File: src/rtl/cdb_arbiter.sv
// Round-robin arbiter that moves functional-unit results from one-entry
// per-FU output buffers onto the WAYS-wide complete/CDB path.
package cdb_arbiter_pkg;
  typedef struct packed {
    logic        valid;
    logic        take_branch;
    logic [5:0]  pr_idx;
    logic [4:0]  rob_idx;
    logic [31:0] result;
  } FU_COMPLETE_PACKET;
endpackage

// One FU output buffer: refills when empty or when its entry leaves this cycle.
module cdb_fu_slot
  import cdb_arbiter_pkg::*;
(
  input  logic              clock,
  input  logic              reset,
  input  logic              squash_in,
  input  logic              granted,
  input  FU_COMPLETE_PACKET pkt_in,
  output FU_COMPLETE_PACKET buf_q
);
  always_ff @(posedge clock) begin
    if (reset)
      buf_q <= '0;
    else if (squash_in)
      buf_q <= '0;
    else if (pkt_in.valid && (!buf_q.valid || granted))
      buf_q <= pkt_in;
    else if (granted)
      buf_q <= '0;
  end
endmodule

module cdb_arbiter
  import cdb_arbiter_pkg::*;
#(
  parameter  int NUM_FU = 8,
  parameter  int WAYS   = 3,
  localparam int PTR_W  = $clog2(NUM_FU),
  localparam int CNT_W  = $clog2(WAYS + 1)
) (
  input  logic                           clock,
  input  logic                           reset,
  input  logic                           squash_in,
  input  FU_COMPLETE_PACKET [NUM_FU-1:0] fu_packet_in,
  output logic              [NUM_FU-1:0] fu_stall_out,
  output FU_COMPLETE_PACKET [WAYS-1:0]   complete_fu_out,
  output logic              [CNT_W-1:0]  grant_count_out
);
  localparam logic [PTR_W:0]   FU_CNT  = (PTR_W + 1)'(NUM_FU);
  localparam logic [PTR_W-1:0] LAST_FU = PTR_W'(NUM_FU - 1);
  localparam logic [CNT_W-1:0] WAYS_C  = CNT_W'(WAYS);

  FU_COMPLETE_PACKET [NUM_FU-1:0] buf_q;
  logic [NUM_FU-1:0] occupied, granted;
  logic [PTR_W-1:0]  rr_ptr, last_idx, idx;
  logic [PTR_W:0]    idx_sum;
  logic [CNT_W-1:0]  cnt;

  for (genvar g = 0; g < NUM_FU; g++) begin : g_slot
    cdb_fu_slot u_slot (
      .clock     (clock),
      .reset     (reset),
      .squash_in (squash_in),
      .granted   (granted[g]),
      .pkt_in    (fu_packet_in[g]),
      .buf_q     (buf_q[g])
    );
    assign occupied[g] = buf_q[g].valid;
  end

  // Scan from rr_ptr with an explicit modulo so NUM_FU need not be a power of two.
  always_comb begin
    complete_fu_out = '0;
    granted         = '0;
    cnt             = '0;
    last_idx        = '0;
    idx_sum         = '0;
    idx             = '0;
    for (int k = 0; k < NUM_FU; k++) begin
      idx_sum = {1'b0, rr_ptr} + (PTR_W + 1)'(k);
      if (idx_sum >= FU_CNT) idx_sum = idx_sum - FU_CNT;
      idx = idx_sum[PTR_W-1:0];
      if (occupied[idx] && (cnt < WAYS_C)) begin
        complete_fu_out[cnt] = buf_q[idx];
        granted[idx]         = 1'b1;
        last_idx             = idx;
        cnt                  = cnt + CNT_W'(1);
      end
    end
  end

  assign grant_count_out = cnt;
  assign fu_stall_out    = occupied & ~granted & {NUM_FU{~squash_in}};

  // Pointer keeps advancing during squash; the complete stage drops those lanes.
  always_ff @(posedge clock) begin
    if (reset)
      rr_ptr <= '0;
    else if (cnt != '0)
      rr_ptr <= (last_idx == LAST_FU) ? '0 : last_idx + PTR_W'(1);
  end
endmodule
File: config.mk
export PLATFORM = sky130hd
export DESIGN_NAME = cdb_arbiter
export DESIGN_NICKNAME = d
export VERILOG_FILES = /design/src/rtl/cdb_arbiter.sv
export SDC_FILE = /design/constraint.sdc
export NUM_CORES = 2
export LEC_CHECK = 0
export CAP_MARGIN = 5
export CELL_PAD_IN_SITES_DETAIL_PLACEMENT = 2
export CELL_PAD_IN_SITES_GLOBAL_PLACEMENT = 2
export CORE_AREA = 2 2 219 436
export DETAILED_ROUTE_END_ITERATION = 7
export DIE_AREA = 0 0 221 438
export PLACE_DENSITY = 0.93
export SYNTH_ARGS = -nofsm -noshare
export SYNTH_HDL_FRONTEND = slang
export SYNTH_SLANG_ARGS = --single-unit
export TNS_END_PERCENT = 100
File: constraint.sdc
create_clock -name clock -period 22.5 [get_ports clock]
set_input_delay 2.25 -clock clock [delete_from_list [all_inputs] [get_ports clock]]
set_output_delay 2.25 -clock clock [all_outputs]
set_load 0.02 [all_outputs]
; ---- Word level (Yosys, flattened, before mapping)
; Index checks and enable logic that the tools add are counted.
[op_classes]
add_sub_neg = 23
mul = 0
div_mod_pow = 0
order_cmp = 45
eq_ne = 1
shift = 0
n_mux = 126
bitwise_logic = 11
n_reduce_logical = 56
[ops]
columns = cell, count
row1 = two-way mux 45 bit, 32
row2 = binary-select mux 45 bit (select 3 bit), 8
row3 = bitwise mux 135 bit, 7
row4 = two-way mux 135 bit, 7
row5 = demux 45 bit (select 2 bit), 7
row6 = two-way mux 8 bit, 8
row7 = bitwise OR 8 bit, 7
row8 = two-way mux 3 bit, 17
row9 = "less-than comparator 3 x 4 -> 1 bit, second input constant", 8
row10 = logical AND 1 bit, 30
row11 = "greater-or-equal comparator 4 bit, second input constant", 7
row12 = binary-select mux 1 bit (select 3 bit), 8
row13 = demux 1 bit (select 3 bit), 8
row14 = "greater-or-equal comparator 3 x 1 -> 1 bit, second input constant", 8
row15 = "subtractor 3 x 1 -> 3 bit, second input constant", 8
row16 = "less-than comparator 2 x 3 -> 1 bit, second input constant", 7
row17 = nonzero test 2 bit, 9
row18 = two-way mux 1 bit, 17
row19 = "adder 3 x 3 -> 4 bit, second input constant", 4
row20 = bitwise AND 8 bit, 2
row21 = "adder 2 x 1 -> 2 bit, second input constant", 7
row22 = "greater-or-equal comparator 2 x 1 -> 1 bit, second input constant", 7
row23 = "less-than comparator 2 bit, second input constant", 7
row24 = two-way mux 2 bit, 7
row25 = other kinds (10), 25
[totals]
reg_bits = 363
latchBits = 0
ramBits = 0
romBits = 0
out_inout_bits = 145
word_cells = 303
n_memories = 0

; ---- Longest topological paths before layout
[depth]
word_depth = 29
mapped_depth = 49
mapped_depth_nobuf = 36

; ---- Cells and area by module
; From an unflattened synthesis, not the netlist that was laid out.
[unflattened]
cells_unflattened = 3423
area_unflattened_um2 = 32936.6
[by_module_without_submodules]
columns = module, n_inst, cells_per_inst, area_per_inst_um2, seq_area_each_um2
row1 = cdb_arbiter, 1, 2575, 20925.1, 60.1
row2 = cdb_fu_slot, 8, 106, 1501.4, 900.9

; ---- Least setup slack after synthesis
; Ideal clock, no wire load.
[synth_path]
path_type = register to output
startpoint = register rr_ptr[1]
endpoint = output port complete_fu_out[124] (netlist bit)
arrival_ps = 9663
required_ps = 20250
path_slack_ps = 10587
path_stages_with_launch = 42
path_buffers = 13
path_cell_list = dfxtp_1 > buf_4 > buf_2 > buf_2 > buf_2 > buf_1 > inv_1 > ha_1 > buf_2 > mux4_2 > mux2i_1 > inv_2 > fa_1 > ha_1 > inv_1 > and2_4 > buf_6 > o21bai_1 > [6 not listed] > ha_1 > a21oi_1 > buf_2 > xnor2_2 > inv_2 > ha_1 > buf_1 > or2_2 > buf_1 > xnor2_4 > ha_1 > a21oi_1 > and2_1 > buf_2 > nand3b_1 > clkbuf_1 > nor2_1 > a221oi_1
[synth_rtl]
columns = element, line_no
row1 = from (decl), 58  ; logic [PTR_W-1:0] rr_ptr, last_idx, idx;
row2 = from (signal assigned), 103  ; rr_ptr <= (last_idx == LAST_FU) ? '0 : last_idx + PTR_W'(1);
row3 = to (decl), 49  ; output FU_COMPLETE_PACKET [WAYS-1:0] complete_fu_out,

==> impl_metrics.toml <==
[die]
chipHeight_um = 438
starting_utilization_of_the_core_area = 0.357
fp-row-count = 159
dieArea_mm2 = 0.0968
core_region_area_mm2 = 0.0937
io-pin-count = 508
fp.dieW_um = 221

[power_and_ir_drop]
p_total_mw = 6.11
vdd_drop_max_mv = 0.134
p_leak_nw = 14.0
powerDensity_mw_per_mm2 = 151

[min_path]
worstHoldPathType = "register to register"

[synthesis]
synth.yosys.seq_area_share = 0.217
synth_area_leader_cell = "sky130_fd_sc_hd__mux4_2"
synthesis.area_per_instance_um2 = 8.51
synth.yosys.warnings = 0
mappedNetlistArea_mm2 = 0.0334
synth_area_leaders = "sky130_fd_sc_hd__mux4_2, sky130_fd_sc_hd__dfxtp_1, sky130_fd_sc_hd__mux2i_1"
unique_cell_type_count_in_the_yosys_netlist = 69
syn-num-nets = 4324
synth-compound-area-share = 0.228
synth-async-reset-ratio = 0
synth_top_area_share = 0.243
yosys_most_used_dff = "sky130_fd_sc_hd__dfxtp_1"
synthXorXnorAreaFrac = 0.00393
synth-edff-count = 0
synth.cells.most_frequent = "sky130_fd_sc_hd__nand2_1, sky130_fd_sc_hd__dfxtp_1, sky130_fd_sc_hd__mux4_2"
synth.mux.area_fraction = 0.329
synth_most_common_cell = "sky130_fd_sc_hd__nand2_1"
yosys_register_bits = 363
adder_and_majority_gate_portion_of_the_synthesized_area = 0.0122
postSynthCellCount = 3929
largest_family_of_logic_cells_by_synthesized_area = "multiplexers"
synth_simple_gate_area_share = 0.154

[drt]
routed_wirelength_mm = 215
post_drt_via_cell_ratio = 7.47
ant_nets = 0
remaining_drc_errors = 0
initialDrtViolationCount = 4610
first_pass_detailed_route_iteration_total = 7
detailroute.via_count = 40000
post_drt_wl_per_cell_um = 40.2

[cts]
postCtsSetupBuffers = 0
insertion_delay_ns = 0.67
clock_sink_count = 363
deepest_clock_path_buffer_count = 3
cts.htree.levels = 2
cts.reportedPaths.clkPinSlew_ns = 0.07
cts.repair.resized = 0
cts_hold_buf = 0
cts_inserted_buffers = 40
tritoncts = "built"
cts.root.buffer_cell = "sky130_fd_sc_hd__clkbuf_16"

[sta]
tns_ns = 0
report.final.hold_viol_count = 0
final.min_clock_period_ns = 16.66
slew_viol_final = 0
worstMarginPinSlew_ns = 1.45
timing.final.setup_violations = 0
finClkSkew_ns = 0.0474
final_min_period_over_clock_period = 0.740
grt_setup_unrepaired = "false"
layout_setup_ws_ns = 5.84
worst_hold_slack_ns = 0.505
max_clock_freq_ghz = 0.0600
max-slew-margin-rel = 0.0241

[critical_path]
path_max_fanout = 53
crit_required_ns = 20.25
setup.worst_path.class = "register to output pin"
critical-path-slowest-cell = "sky130_fd_sc_hd__a311oi_1"
timing.critical_path.arrival_ns = 14.41
cpPeakStageDelay_ns = 1.02
critPathMostFrequentCell = "sky130_fd_sc_hd__ha_1"
critical_path.startpoint_type = "register"
nature_of_the_critical_path_endpoint = "output pin"

[global_routing]
grtUsageTotal = 0.430
grt_antenna_before_repair = 40
grt_pass1_vias = 42800
grt_pass1_wl_mm = 306
grt_max_degree = 144
grt-ovfl-total = 0

[outcome]
outcome = "completed"

[cells_and_area]
area_taken_by_multi_input_logic_gates_mm2 = 0.0246
areaGrowthSynthToFinish_pct = 21.5
seq_area_mm2 = 0.00728
drive_gt1_frac = 0.136
finalNetCount = 4495
final_cells = 5351
postLayoutCellArea_mm2 = 0.0406
fill_cells = 10100
post-route-util = 0.433

[placed_design]
place.gp.congestion = 1.03
detailed_place.area_mm2 = 0.0391
number_of_placed_cells_counting_well_taps = 5264
port_buffers = 507
preCtsSetupSlack_ns = 6.67
place_hpwl_mm = 143

[run]
timing.max_cap.violations = 0
## where the power goes
| part | leakage [nW] | switching, mW | internal [mW] |
|---|---|---|---|
| combinational | 10.3 | 2.98 | 1.58 |
| clock | 0.704 | 0.356 | 0.434 |
| sequential | 2.96 | 0.0795 | 0.676 |
| total | 14.0 | 3.42 | 2.69 |
## registers in the layout, indices dropped and copies added (netlist names)
register / cells
rr_ptr: 3
g_slot.u_slot.buf_q: 360
## area by class of cell
cell class                 instances  area share
timing repair buffer             566       0.137
clock inverter                    23     0.00888
antenna                           13    0.000801
multi-input combinational       3097       0.607
inverter                          32     0.00305
clock buffer                      50      0.0271
sequential                       363       0.179
tap                             1207      0.0372
## layer usage
metal  wire length (µm)  global-route usage  share of wire
met1              72100               0.474           0.34
met2              97100               0.677           0.45
met3              24000               0.129           0.11
met4              21400               0.368           0.10
met5                299                   0         0.0014
## cells in the final DEF (no fill, tap or decap), types with 7 or more instances in the layout
cell / n
sky130_fd_sc_hd__bufinv_16: 7
sky130_fd_sc_hd__o32ai_1: 48
sky130_fd_sc_hd__a221oi_1: 46
sky130_fd_sc_hd__nand2_4: 12
sky130_fd_sc_hd__clkdlybuf4s50_1: 507
sky130_fd_sc_hd__nor3_1: 7
sky130_fd_sc_hd__a21o_1: 45
sky130_fd_sc_hd__o22ai_1: 88
sky130_fd_sc_hd__a21oi_1: 277
sky130_fd_sc_hd__nor2_1: 335
sky130_fd_sc_hd__inv_1: 27
sky130_fd_sc_hd__buf_4: 55
sky130_fd_sc_hd__nand2b_1: 8
sky130_fd_sc_hd__nand2_1: 549
sky130_fd_sc_hd__diode_2: 13
sky130_fd_sc_hd__o31ai_1: 46
sky130_fd_sc_hd__mux2i_1: 281
sky130_fd_sc_hd__and2_4: 14
sky130_fd_sc_hd__o21ai_0: 83
sky130_fd_sc_hd__o21ai_1: 189
sky130_fd_sc_hd__inv_6: 7
sky130_fd_sc_hd__ha_1: 29
sky130_fd_sc_hd__a22o_1: 88
sky130_fd_sc_hd__nand3_1: 268
sky130_fd_sc_hd__o211ai_1: 92
sky130_fd_sc_hd__clkbuf_16: 40
sky130_fd_sc_hd__a211oi_1: 89
sky130_fd_sc_hd__mux4_2: 361
sky130_fd_sc_hd__dfxtp_1: 360
sky130_fd_sc_hd__a22oi_1: 48
## cell families (layout without fill, tap and decap cells)
| kind of cell | after synthesis | in the layout |
|---|---|---|
| AOI/OAI and AO/OA | 1176 | 1176 |
| and+or+nand+nor | 1233 | 1233 |
| DFF | 363 | 363 |
| other | 0 | 13 |
| buffers and inverters | 469 | 671 |
| adders and majority gates | 32 | 32 |
| xor gates and xnor gates | 9 | 9 |
| muxes | 647 | 647 |
## critical path, delay by kind of cell, from the launching register on
family,cells,cell delay [ns]
fa+ha+maj,7,3.23
xor+xnor,1,0.20
simple gates,8,2.71
buf+inv,8,3.15
compound gates,6,2.09
mux,2,1.30
flops,1,0.90
## path summary, 6_finish.rpt
check | from | end | slack [ns] | cells past startpoint
setup / recovery | rr_ptr[0]$_SDFFE_PP0P_ | complete_fu_out[107] | 5.84 | 32
setup reg to reg | rr_ptr[0]$_SDFFE_PP0P_ | g_slot[2].u_slot.buf_q[22]$_SDFFE_PP0P_ | 8.62 | 34
hold / removal | g_slot[3].u_slot.buf_q[2]$_SDFFE_PP0P_ | g_slot[3].u_slot.buf_q[2]$_SDFFE_PP0P_ | 0.50 | 2
hold reg to reg | g_slot[3].u_slot.buf_q[2]$_SDFFE_PP0P_ | g_slot[3].u_slot.buf_q[2]$_SDFFE_PP0P_ | 0.50 | 2
Power figures use the tool's default switching activity.
